[src/rtl/muldiv_if.sv]
// Exec-stage <-> multiply/divide engine handshake: operands and control in, {hi,lo} result and status out.
interface muldiv_if;
   logic        start;
   logic [1:0]  op;
   logic [31:0] a;
   logic [31:0] b;
   logic        flush;
   logic        busy;
   logic        ok;
   logic [31:0] hi;
   logic [31:0] lo;

   modport master (output start, op, a, b, flush, input busy, ok, hi, lo);
   modport slave  (input start, op, a, b, flush, output busy, ok, hi, lo);
endinterface

[src/rtl/muldiv_unit.sv]
// Multi-cycle MIPS MULT/MULTU/DIV/DIVU engine; ok is a one-cycle result strobe that releases the exec stall.
//
// state | meaning
// IDLE  | waiting for start; hi/lo hold the last result
// MUL   | multiply in flight, counter counts down to the result cycle
// DIV   | first cycle forms operand magnitudes, then 32 restoring steps
// FIX   | apply quotient/remainder signs
// DONE  | ok strobe, hi/lo valid; always returns to IDLE
module muldiv_unit #(
   parameter int MUL_LATENCY = 3,
   parameter int DIV_LATENCY = 34
) (
   input  logic     clk,
   input  logic     resetn,
   muldiv_if.slave  io
);

   typedef enum logic [2:0] {
      S_IDLE = 3'd0,
      S_MUL  = 3'd1,
      S_DIV  = 3'd2,
      S_FIX  = 3'd3,
      S_DONE = 3'd4
   } state_t;

   state_t      state_q, state_d;
   logic [4:0]  cnt_q, cnt_d;
   logic [1:0]  op_q, op_d;
   logic [31:0] a_q, a_d;
   logic [31:0] b_q, b_d;
   logic [31:0] rem_q, rem_d;
   logic [31:0] quo_q, quo_d;
   logic [31:0] dvs_q, dvs_d;
   logic        setup_q, setup_d;
   logic        busy_q, busy_d;
   logic        ok_q, ok_d;
   logic [31:0] hi_q, hi_d;
   logic [31:0] lo_q, lo_d;

   logic signed [32:0] mul_a, mul_b;
   logic signed [65:0] mul_p;
   logic [32:0]        shl, diff;
   logic [31:0]        a_mag, b_mag, quo_fix, rem_fix;
   logic               is_signed;

   assign is_signed = ~op_q[0];

   // 33-bit operands let one signed multiplier serve both MULT and MULTU.
   assign mul_a = {is_signed & a_q[31], a_q};
   assign mul_b = {is_signed & b_q[31], b_q};
   assign mul_p = 66'(mul_a) * 66'(mul_b);

   assign shl  = {rem_q, quo_q[31]};
   assign diff = shl - {1'b0, dvs_q};

   // -0x80000000 wraps to itself, which is the correct unsigned magnitude.
   assign a_mag   = (is_signed && a_q[31]) ? -a_q : a_q;
   assign b_mag   = (is_signed && b_q[31]) ? -b_q : b_q;
   assign quo_fix = (is_signed && (a_q[31] ^ b_q[31])) ? -quo_q : quo_q;
   assign rem_fix = (is_signed && a_q[31]) ? -rem_q : rem_q;

   always_comb begin
      state_d = state_q;
      cnt_d   = cnt_q;
      op_d    = op_q;
      a_d     = a_q;
      b_d     = b_q;
      rem_d   = rem_q;
      quo_d   = quo_q;
      dvs_d   = dvs_q;
      setup_d = setup_q;
      busy_d  = busy_q;
      ok_d    = 1'b0;
      hi_d    = hi_q;
      lo_d    = lo_q;

      unique case (state_q)
         S_IDLE: begin
            if (io.start) begin
               op_d   = io.op;
               a_d    = io.a;
               b_d    = io.b;
               busy_d = 1'b1;
               if (io.op[1]) begin
                  state_d = S_DIV;
                  cnt_d   = 5'd31;
                  setup_d = 1'b1;
               end else begin
                  state_d = S_MUL;
                  cnt_d   = 5'(MUL_LATENCY - 1);
               end
            end
         end
         S_MUL: begin
            if (cnt_q == 5'd0) begin
               state_d = S_DONE;
               hi_d    = mul_p[63:32];
               lo_d    = mul_p[31:0];
               ok_d    = 1'b1;
               busy_d  = 1'b0;
            end else begin
               cnt_d = cnt_q - 5'd1;
            end
         end
         S_DIV: begin
            if (setup_q) begin
               setup_d = 1'b0;
               rem_d   = '0;
               quo_d   = a_mag;
               dvs_d   = b_mag;
            end else begin
               // A zero divisor always "fits", giving an all-ones quotient and rem = |a|.
               if (!diff[32]) begin
                  rem_d = diff[31:0];
                  quo_d = {quo_q[30:0], 1'b1};
               end else begin
                  rem_d = shl[31:0];
                  quo_d = {quo_q[30:0], 1'b0};
               end
               if (cnt_q == 5'd0) state_d = S_FIX;
               else               cnt_d   = cnt_q - 5'd1;
            end
         end
         S_FIX: begin
            state_d = S_DONE;
            hi_d    = rem_fix;
            lo_d    = quo_fix;
            ok_d    = 1'b1;
            busy_d  = 1'b0;
         end
         S_DONE: begin
            state_d = S_IDLE;
         end
         default: begin
            state_d = S_IDLE;
            busy_d  = 1'b0;
         end
      endcase

      if (io.flush) begin
         state_d = S_IDLE;
         cnt_d   = '0;
         setup_d = 1'b0;
         busy_d  = 1'b0;
         ok_d    = 1'b0;
         hi_d    = hi_q;
         lo_d    = lo_q;
      end
   end

   always_ff @(posedge clk or negedge resetn) begin
      if (!resetn) begin
         state_q <= S_IDLE;
         cnt_q   <= '0;
         op_q    <= '0;
         a_q     <= '0;
         b_q     <= '0;
         rem_q   <= '0;
         quo_q   <= '0;
         dvs_q   <= '0;
         setup_q <= 1'b0;
         busy_q  <= 1'b0;
         ok_q    <= 1'b0;
         hi_q    <= '0;
         lo_q    <= '0;
      end else begin
         state_q <= state_d;
         cnt_q   <= cnt_d;
         op_q    <= op_d;
         a_q     <= a_d;
         b_q     <= b_d;
         rem_q   <= rem_d;
         quo_q   <= quo_d;
         dvs_q   <= dvs_d;
         setup_q <= setup_d;
         busy_q  <= busy_d;
         ok_q    <= ok_d;
         hi_q    <= hi_d;
         lo_q    <= lo_d;
      end
   end

   assign io.busy = busy_q;
   assign io.ok   = ok_q;
   assign io.hi   = hi_q;
   assign io.lo   = lo_q;

endmodule

[src/flat_wrapper.sv]
// flat-port wrapper written by rule: the top's interface ports become plain ports
module muldiv_unit_flat 
#(
   parameter int MUL_LATENCY = 3,
   parameter int DIV_LATENCY = 34
)
  (clk, resetn, io_start, io_op, io_a, io_b, io_flush, io_busy, io_ok, io_hi, io_lo);
  muldiv_if io_i ();
  input  logic clk;
  input  logic resetn;
  input wire logic [$bits(io_i.start)-1:0] io_start;
  input wire logic [$bits(io_i.op)-1:0] io_op;
  input wire logic [$bits(io_i.a)-1:0] io_a;
  input wire logic [$bits(io_i.b)-1:0] io_b;
  input wire logic [$bits(io_i.flush)-1:0] io_flush;
  output wire logic [$bits(io_i.busy)-1:0] io_busy;
  output wire logic [$bits(io_i.ok)-1:0] io_ok;
  output wire logic [$bits(io_i.hi)-1:0] io_hi;
  output wire logic [$bits(io_i.lo)-1:0] io_lo;
  assign io_i.start = io_start;
  assign io_i.op = io_op;
  assign io_i.a = io_a;
  assign io_i.b = io_b;
  assign io_i.flush = io_flush;
  assign io_busy = io_i.busy;
  assign io_ok = io_i.ok;
  assign io_hi = io_i.hi;
  assign io_lo = io_i.lo;
  muldiv_unit #(.MUL_LATENCY(MUL_LATENCY), .DIV_LATENCY(DIV_LATENCY)) u_core (.clk(clk), .resetn(resetn), .io(io_i));
endmodule
[config.mk]
export PLATFORM = sky130hd
export DESIGN_NAME = muldiv_unit_flat
export DESIGN_NICKNAME = d
export VERILOG_FILES = /design/src/rtl/muldiv_if.sv /design/src/rtl/muldiv_unit.sv /design/src/flat_wrapper.sv
export SDC_FILE = /design/constraint.sdc
export NUM_CORES = 2
export LEC_CHECK = 0
export ABC_AREA = 1
export CAP_MARGIN = 10
export CELL_PAD_IN_SITES_DETAIL_PLACEMENT = 0
export CELL_PAD_IN_SITES_GLOBAL_PLACEMENT = 1
export CORE_MARGIN = 10
export CORE_UTILIZATION = 35
export CTS_CLUSTER_SIZE = 28
export DETAILED_ROUTE_END_ITERATION = 8
export PLACE_DENSITY = 0.72
export SLEW_MARGIN = 30
export SYNTH_ARGS = -nofsm -noshare
export SYNTH_HDL_FRONTEND = slang
export SYNTH_SLANG_ARGS = --single-unit
[constraint.sdc]
create_clock -name clk -period 22.9 [get_ports clk]
set_input_delay 2.29 -clock clk [delete_from_list [all_inputs] [get_ports clk]]
set_output_delay 2.29 -clock clk [all_outputs]
set_load 0.05 [all_outputs]
==> summary.txt <==
Global route
  • GRT Total Usage: 0.223
  • Largest net degree at the start of global routing: 69
  • Antenna violations before repair: 5
  • First-pass GRT wire length: 301000 um
  • Number of global-route vias before repair: 48600
  • Congestion Overflow GR: 0

Synth
  • Synth warnings: 0
  • Syn avg cell area: 7.74 sq um
  • Top cell type's share of synthesized area: 0.408
  • Number of synthesized flops with an enable pin: 0
  • Synth Instances: 7138
  • Yosys reg bits: 236
  • Synth area leaders: fa_1, inv_1, nand2_1
  • Syn Std Cell Area: 0.0553 sq mm
  • Top FF cell, synth: dfrtp_1
  • Post-synth cell types: 61
  • Sequential element share of the synthesized area: 0.107
  • Post-synth top area cell: fa_1
  • Syn nets: 8585
  • Post-synth ARST share: 1.00

Placed design
  • Placed cell areas: 0.0585 sq mm
  • Final Wtd Congestion: 0.965
  • Number of I/O port buffers: 135
  • HPWL Detailed: 156000 um

Clock network
  • CTS buffer count: 29
  • CTS tree: done
  • Worst-case clock buffer depth: 3
  • Reg clk slew, reported paths: 0.06 ns
  • CTS root buf: clkbuf_16
  • Resize count post-CTS: 0
  • CTS sink cnt: 236
  • Clk_lat worst skew: 0.60 ns
  • Post-CTS Setup Inserts: 0
  • # H-tree levels: 1
  • Cts hold-fix bufs: 0

Layout
  • Share of cells above drive strength 1: 0.0391
  • Final Cell Area: 0.0594 sq mm
  • Fill cell count: 16300
  • Multi-input logic area: 0.0410 sq mm
  • # nets final: 8492
  • Reg area: 0.00591 sq mm
  • Fin util: 0.379
  • Area grow syn2layout: 7.53%

Routing
  • 1st-iter DRT viols: 3530
  • Routed WL per cell: 21.1 um
  • DR vias: 45400
  • Drt total wl: 192000 um
  • DRC: 0
  • Antenna-violating nets left: 0
  • Vias per cell: 4.98
  • DRT Pass-1 Iters: 5

Floorplanning
  • Die width: 417 um
  • Die area: 0.174 sq mm
  • # IOs: 136
  • Initial Util: 0.353
  • Row cnt: 145
  • Core box area: 0.157 sq mm
  • Die Y: 417 um

Critical path
  • Crit path launch type: flip-flop
  • Top delay family on crit path: adder cells
  • Slowest CP cell: fa_1
  • Crit Path Class: reg2reg
  • Critical Path RT: 23.35 ns
  • Worst EP arrival: 9.40 ns
  • CP max stage delay: 0.85 ns
  • CP most frequent cell: fa_1
  • CP max FO: 34
  • WP buf/inv: 8
  • Critical path capture point type: flip-flop

STA
  • F_max: 0.112 GHz
  • Setup Skew: 0.0191 ns
  • Setup repair after global routing missed its margin: false
  • Final Max Tran Viols: 0
  • Final hold viol count: 0
  • Tightest Pin Transition: 0.945 ns
  • Min Tclk post-route: 8.95 ns
  • Tcrit/Tclk final: 0.391
  • Setup Viol. Count Final: 0
  • Slew HR: 0.369
  • Setup TNS: 0 ns

Outcome
  • Status: finished clean

Run
  • Max-cap viol count: 0

Min path
  • Hold crit path type: reg2reg
==> metal layers <==
layer,track usage,wire [um],vias to the layer above
li1,-,-,20600
met1,0.297,82600,23200
met4,0.0614,6400,0
met2,0.384,93600,1356
met3,0.0207,9550,264
met5,0,0,-
==> registers in the layout (all words and copies together) (netlist names) <==
| signal | cells |
|---|---|
| u_core.a_q | 32 |
| u_core.b_q | 32 |
| u_core.dvs_q | 32 |
| u_core.io.hi | 32 |
| u_core.io.lo | 32 |
| u_core.quo_q | 32 |
| u_core.rem_q | 32 |
| u_core.cnt_q | 5 |
| u_core.state_q | 3 |
| u_core.io.busy | 1 |
| u_core.io.ok | 1 |
| u_core.op_q | 1 |
| u_core.setup_q | 1 |
==> synth_stat cells (4+ instances only) <==
| master | count |
|---|---|
| buf_6 | 8 |
| fa_1 | 1126 |
| o221ai_1 | 33 |
| o211ai_2 | 19 |
| nand2_2 | 24 |
| o31ai_1 | 7 |
| xor2_1 | 54 |
| nand3_1 | 218 |
| nand3b_1 | 18 |
| ha_1 | 251 |
| buf_1 | 112 |
| dfrtp_1 | 236 |
| or2_2 | 7 |
| clkbuf_1 | 186 |
| nor3_1 | 34 |
| a21o_1 | 5 |
| mux2_2 | 25 |
| nand3_2 | 8 |
| inv_2 | 13 |
| nor4_1 | 11 |
| a31oi_1 | 35 |
| buf_2 | 37 |
| nor2_1 | 452 |
| nand4_1 | 37 |
| inv_1 | 1834 |
| xnor2_1 | 25 |
| nand2_1 | 1732 |
| o21ai_1 | 23 |
| a21oi_1 | 264 |
| nor3_2 | 4 |
| nor2_2 | 9 |
| o21ai_0 | 205 |
| o21bai_1 | 26 |
| o211ai_1 | 12 |
==> stage by stage <==
step                std cells  worst slack, ns  hold slack [ns]
floorplan                7138            15.56            0.453
global placement         9071            14.05            0.468
detailed placement       9072            13.99            0.469
CTS                      9125            13.95            0.485
global route             9125            13.49            0.510
finish                   9126            13.95            0.482
==> worst register-to-register path, stage by stage (launching register included) <==
cell and delay [ns]:
dfrtp_1 0.33, buf_4 0.45, nand2_1 0.31, nor2_1 0.24, fa_1 0.43, inv_1 0.28, fa_1 0.52, inv_1 0.21
fa_1 0.50, fa_1 0.85, inv_1 0.36, fa_1 0.57, inv_1 0.07, fa_1 0.55, inv_1 0.05, fa_1 0.45
fa_1 0.50, inv_1 0.05, ha_1 0.40, inv_1 0.08, o21ai_0 0.12, a31oi_1 0.27, o21ai_0 0.24, a21oi_1 0.18
nand3_1 0.21, o21ai_0 0.49, a21oi_1 0.12
==> final timing paths <==
| kind | from | to | slack (ns) | depth (start not counted) |
|---|---|---|---|---|
| worst max-delay path | u_core.a_q[31] | u_core.io.hi[18] | 13.95 | 26 |
| worst min-delay path | u_core.io.lo[30] | u_core.io.lo[30] | 0.48 | 2 |
| worst max register to register | u_core.a_q[31] | u_core.io.hi[18] | 13.95 | 26 |
| worst min register to register | u_core.io.lo[30] | u_core.io.lo[30] | 0.48 | 2 |
| max in group asynchronous | resetn | u_core.b_q[29] | 19.38 | 3 |
| min in group asynchronous | resetn | u_core.a_q[10] | 1.62 | 1 |
==> area by class of cell <==
type / count / area share
clock inverter: 13 / 0.00223
clock buffer: 40 / 0.0136
multi-input combinational: 4707 / 0.690
sequential: 236 / 0.0994
inverter: 1848 / 0.117
timing repair buffer: 223 / 0.0343
tap: 2058 / 0.0433
antenna: 1 / 0.0000421
==> cells in the final DEF, fill, tap and decap left out, types with 12 or more instances in the layout <==
cell / netlist / routed
a21oi_1: 264 / 264
a31oi_1: 35 / 35
buf_4: 3 / 86
clkbuf_16: 0 / 29
clkdlybuf4s50_1: 0 / 134
dfrtp_1: 236 / 235
fa_1: 1126 / 1126
ha_1: 251 / 251
inv_1: 1834 / 1833
inv_2: 13 / 13
mux2_2: 25 / 25
nand2_1: 1732 / 1731
nand2_2: 24 / 24
nand3_1: 218 / 218
nand3b_1: 18 / 18
nand4_1: 37 / 37
nor2_1: 452 / 449
nor3_1: 34 / 34
o211ai_1: 12 / 12
o211ai_2: 19 / 19
o21ai_0: 205 / 205
o21ai_1: 23 / 23
o21bai_1: 26 / 26
o221ai_1: 33 / 33
xnor2_1: 25 / 25
xor2_1: 54 / 54
==> logic make-up (layout without fill, tap and decap cells) <==
kind of cell / count (synthesis) / in the layout / share of synthesized area
buffers and inverters: 2195 / 2124 / 0.151
DFF: 236 / 236 / 0.107
xor gates and xnor gates: 79 / 79 / 0.0125
adders and majority gates: 1377 / 1377 / 0.465
muxes: 25 / 25 / 0.00509
AOI/OAI and AO/OA: 649 / 649 / 0.0682
other: 0 / 1 / 0
and+or+nand+nor: 2577 / 2577 / 0.191
Power is left out: the tool's default activity adds up to more than one toggle a clock period on the data nets, which glitch-free logic cannot reach.
==> RTL change: new RTL, same settings <==
Take the reset off `hi_q` and load it in a clocked block of its own.
--- a/src/rtl/muldiv_unit.sv
+++ b/src/rtl/muldiv_unit.sv
@@ -161,7 +161,6 @@
          setup_q <= 1'b0;
          busy_q  <= 1'b0;
          ok_q    <= 1'b0;
-         hi_q    <= '0;
          lo_q    <= '0;
       end else begin
          state_q <= state_d;
@@ -175,9 +174,12 @@
          setup_q <= setup_d;
          busy_q  <= busy_d;
          ok_q    <= ok_d;
-         hi_q    <= hi_d;
          lo_q    <= lo_d;
       end
+   end
+
+   always_ff @(posedge clk) begin
+      hi_q <= hi_d;
    end
 
    assign io.busy = busy_q;
Check against the original RTL: same outputs for any inputs over 4 cycles, from zero or initial values and one cycle with resetn low; that may be too few to reach the edited logic, so the function may still have changed.
==> RTL change against the original RTL <==
  * Final area up 1.6%
  * Sequential cell count is the same
  * Via count is 4.4% higher
  * First-iteration DRC count increased by 5.6%
  * Setup slack got worse by 110 ps
  * Wire length rose by 6.4%
  * Area after synthesis is 1.5% higher
Power is left out: the tool's default activity adds up to more than one toggle a clock period on the data nets, which glitch-free logic cannot reach.
==> RTL change: results (changes against the original RTL) <==
GRT
  – Met3 capacity usage during global routing: 3.12% (+1.1 points)
  – First-pass GRT wire length: 315000 um (+4.7%)
  – GRT met2 Usage: 39.3% (+0.90 points)
  – Vias in the first global route: 49900 (+2.7%)
  – Antenna violations before repair: 6 (+1)
  – GRT Total Usage: 23.3% (+1.1 points)

Logic synthesis
  – Post-synthesis cell type count: 50 (-18%)
  – Syn nets: 8936 (+4.1%)
  – Top cells by count, synth: 2123 x nand2_1, 1953 x inv_1, 1126 x fa_1
  – EDFF count, synth: 32 (+32)
  – Mux contribution to synthesized area: 0.381% (-0.13 points)
  – Top cells by area, synth: fa_1 40%, nand2_1 14%, inv_1 13%, dfrtp_1 9.1%, ha_1 5.6%
  – Ys async rst share: 86.4% (-14 points)
  – Seq/Total Area, Yosys: 10.8% (+0.12 points)

Critical path
  – WP data arrival: 9420 ps (+20 ps)
  – Crit path largest cell delay: 760 ps (-90 ps)
  – Crit path max fanout: 32 (-5.9%)
  – Reg2Reg Setup Slack: 13840 ps (-110 ps)
  – R2R depth: 27 (+3.8%)
  – Reg2Reg Launch Point: u_core.b_q[12]
  – Critical R2R Capture: u_core.io.hi[31]

Route
  – Drt pass-1 iters: 6 (+1)
  – Total number of vias: 47400 (+4.4%)
  – 1st-iter DRT viols: 3727 (+5.6%)
  – Routed wire per std cell: 21.5 um (+2.3%)

Status
  – Status: complete, no violations

STA
  – Worst Skew: 15.6 ps (-3.51 ps)
  – Relative slew slack: 36.9% (-0.044 points)

Layout
  – Share of cells above drive strength 1: 3.15% (-0.75 points)

Placement
  – HPWL after DPL: 162000 um (+4.2%)
  – Gp weighted congestion: 0.979 (+1.4%)

Min path
  – HP Class: reg -> reg
RTL change: cells by family (layout without fill, tap and decap cells):
family                   Yosys count  in the layout
AO/OA/AOI/OAI                    476            476
flip-flops                       236            236
multiplexers                      19             19
buffers and inverters           2307           2243
adder cells (fa/ha/maj)         1377           1377
XOR/XNOR                          57             57
other                              0              1
AND/OR/NAND/NOR                 3017           3017
RTL change: per-stage QoR:
step	instances	hold WS [ps]	area [um^2]	setup WS [ps]
final	9498	483	60400	13840
after global routing	9497	508	60400	13340
after CTS	9497	486	60400	13820
after floorplan	7489	449	56100	15450
after detailed placement	9444	468	59300	13860
after global placement	9444	468	59300	13810
RTL change: worst min path at each step:
stage	to	slack, ps	depth (start not counted)
2_1_floorplan	u_core.dvs_q[24]	450	2
3_3_place_gp	u_core.io.lo[28]	470	2
3_5_place_dp	u_core.io.lo[30]	470	2
4_1_cts	u_core.io.lo[26]	490	2
5_1_grt	u_core.dvs_q[6]	510	2
6_report	u_core.io.lo[30]	480	2
RTL change: critical path: cells and delay by family, from the launching register on:
| kind | cells | cell delay (ps) |
|---|---|---|
| adder cells (fa/ha/maj) | 9 | 4850 |
| flip-flops | 1 | 570 |
| AND/OR/NAND/NOR | 12 | 1880 |
| buffers and inverters | 6 | 1490 |
RTL change: layout make-up:
type | instances | area [um^2]
fill | 16800 | 98600
tap | 2072 | 2590
timing repair buffer | 220 | 2000
antenna | 1 | 2.50
sequential | 236 | 6070
clock buffer | 37 | 816
multi-input combinational | 4946 | 41300
inverter | 1970 | 7400
clock inverter | 16 | 193
RTL change: routing by layer:
| layer | wire length (um) | vias up |
|---|---|---|
| li1 | - | 21500 |
| met1 | 88000 | 24100 |
| met2 | 96500 | 1526 |
| met3 | 12400 | 305 |
| met4 | 7640 | 2 |
| met5 | 9 | - |
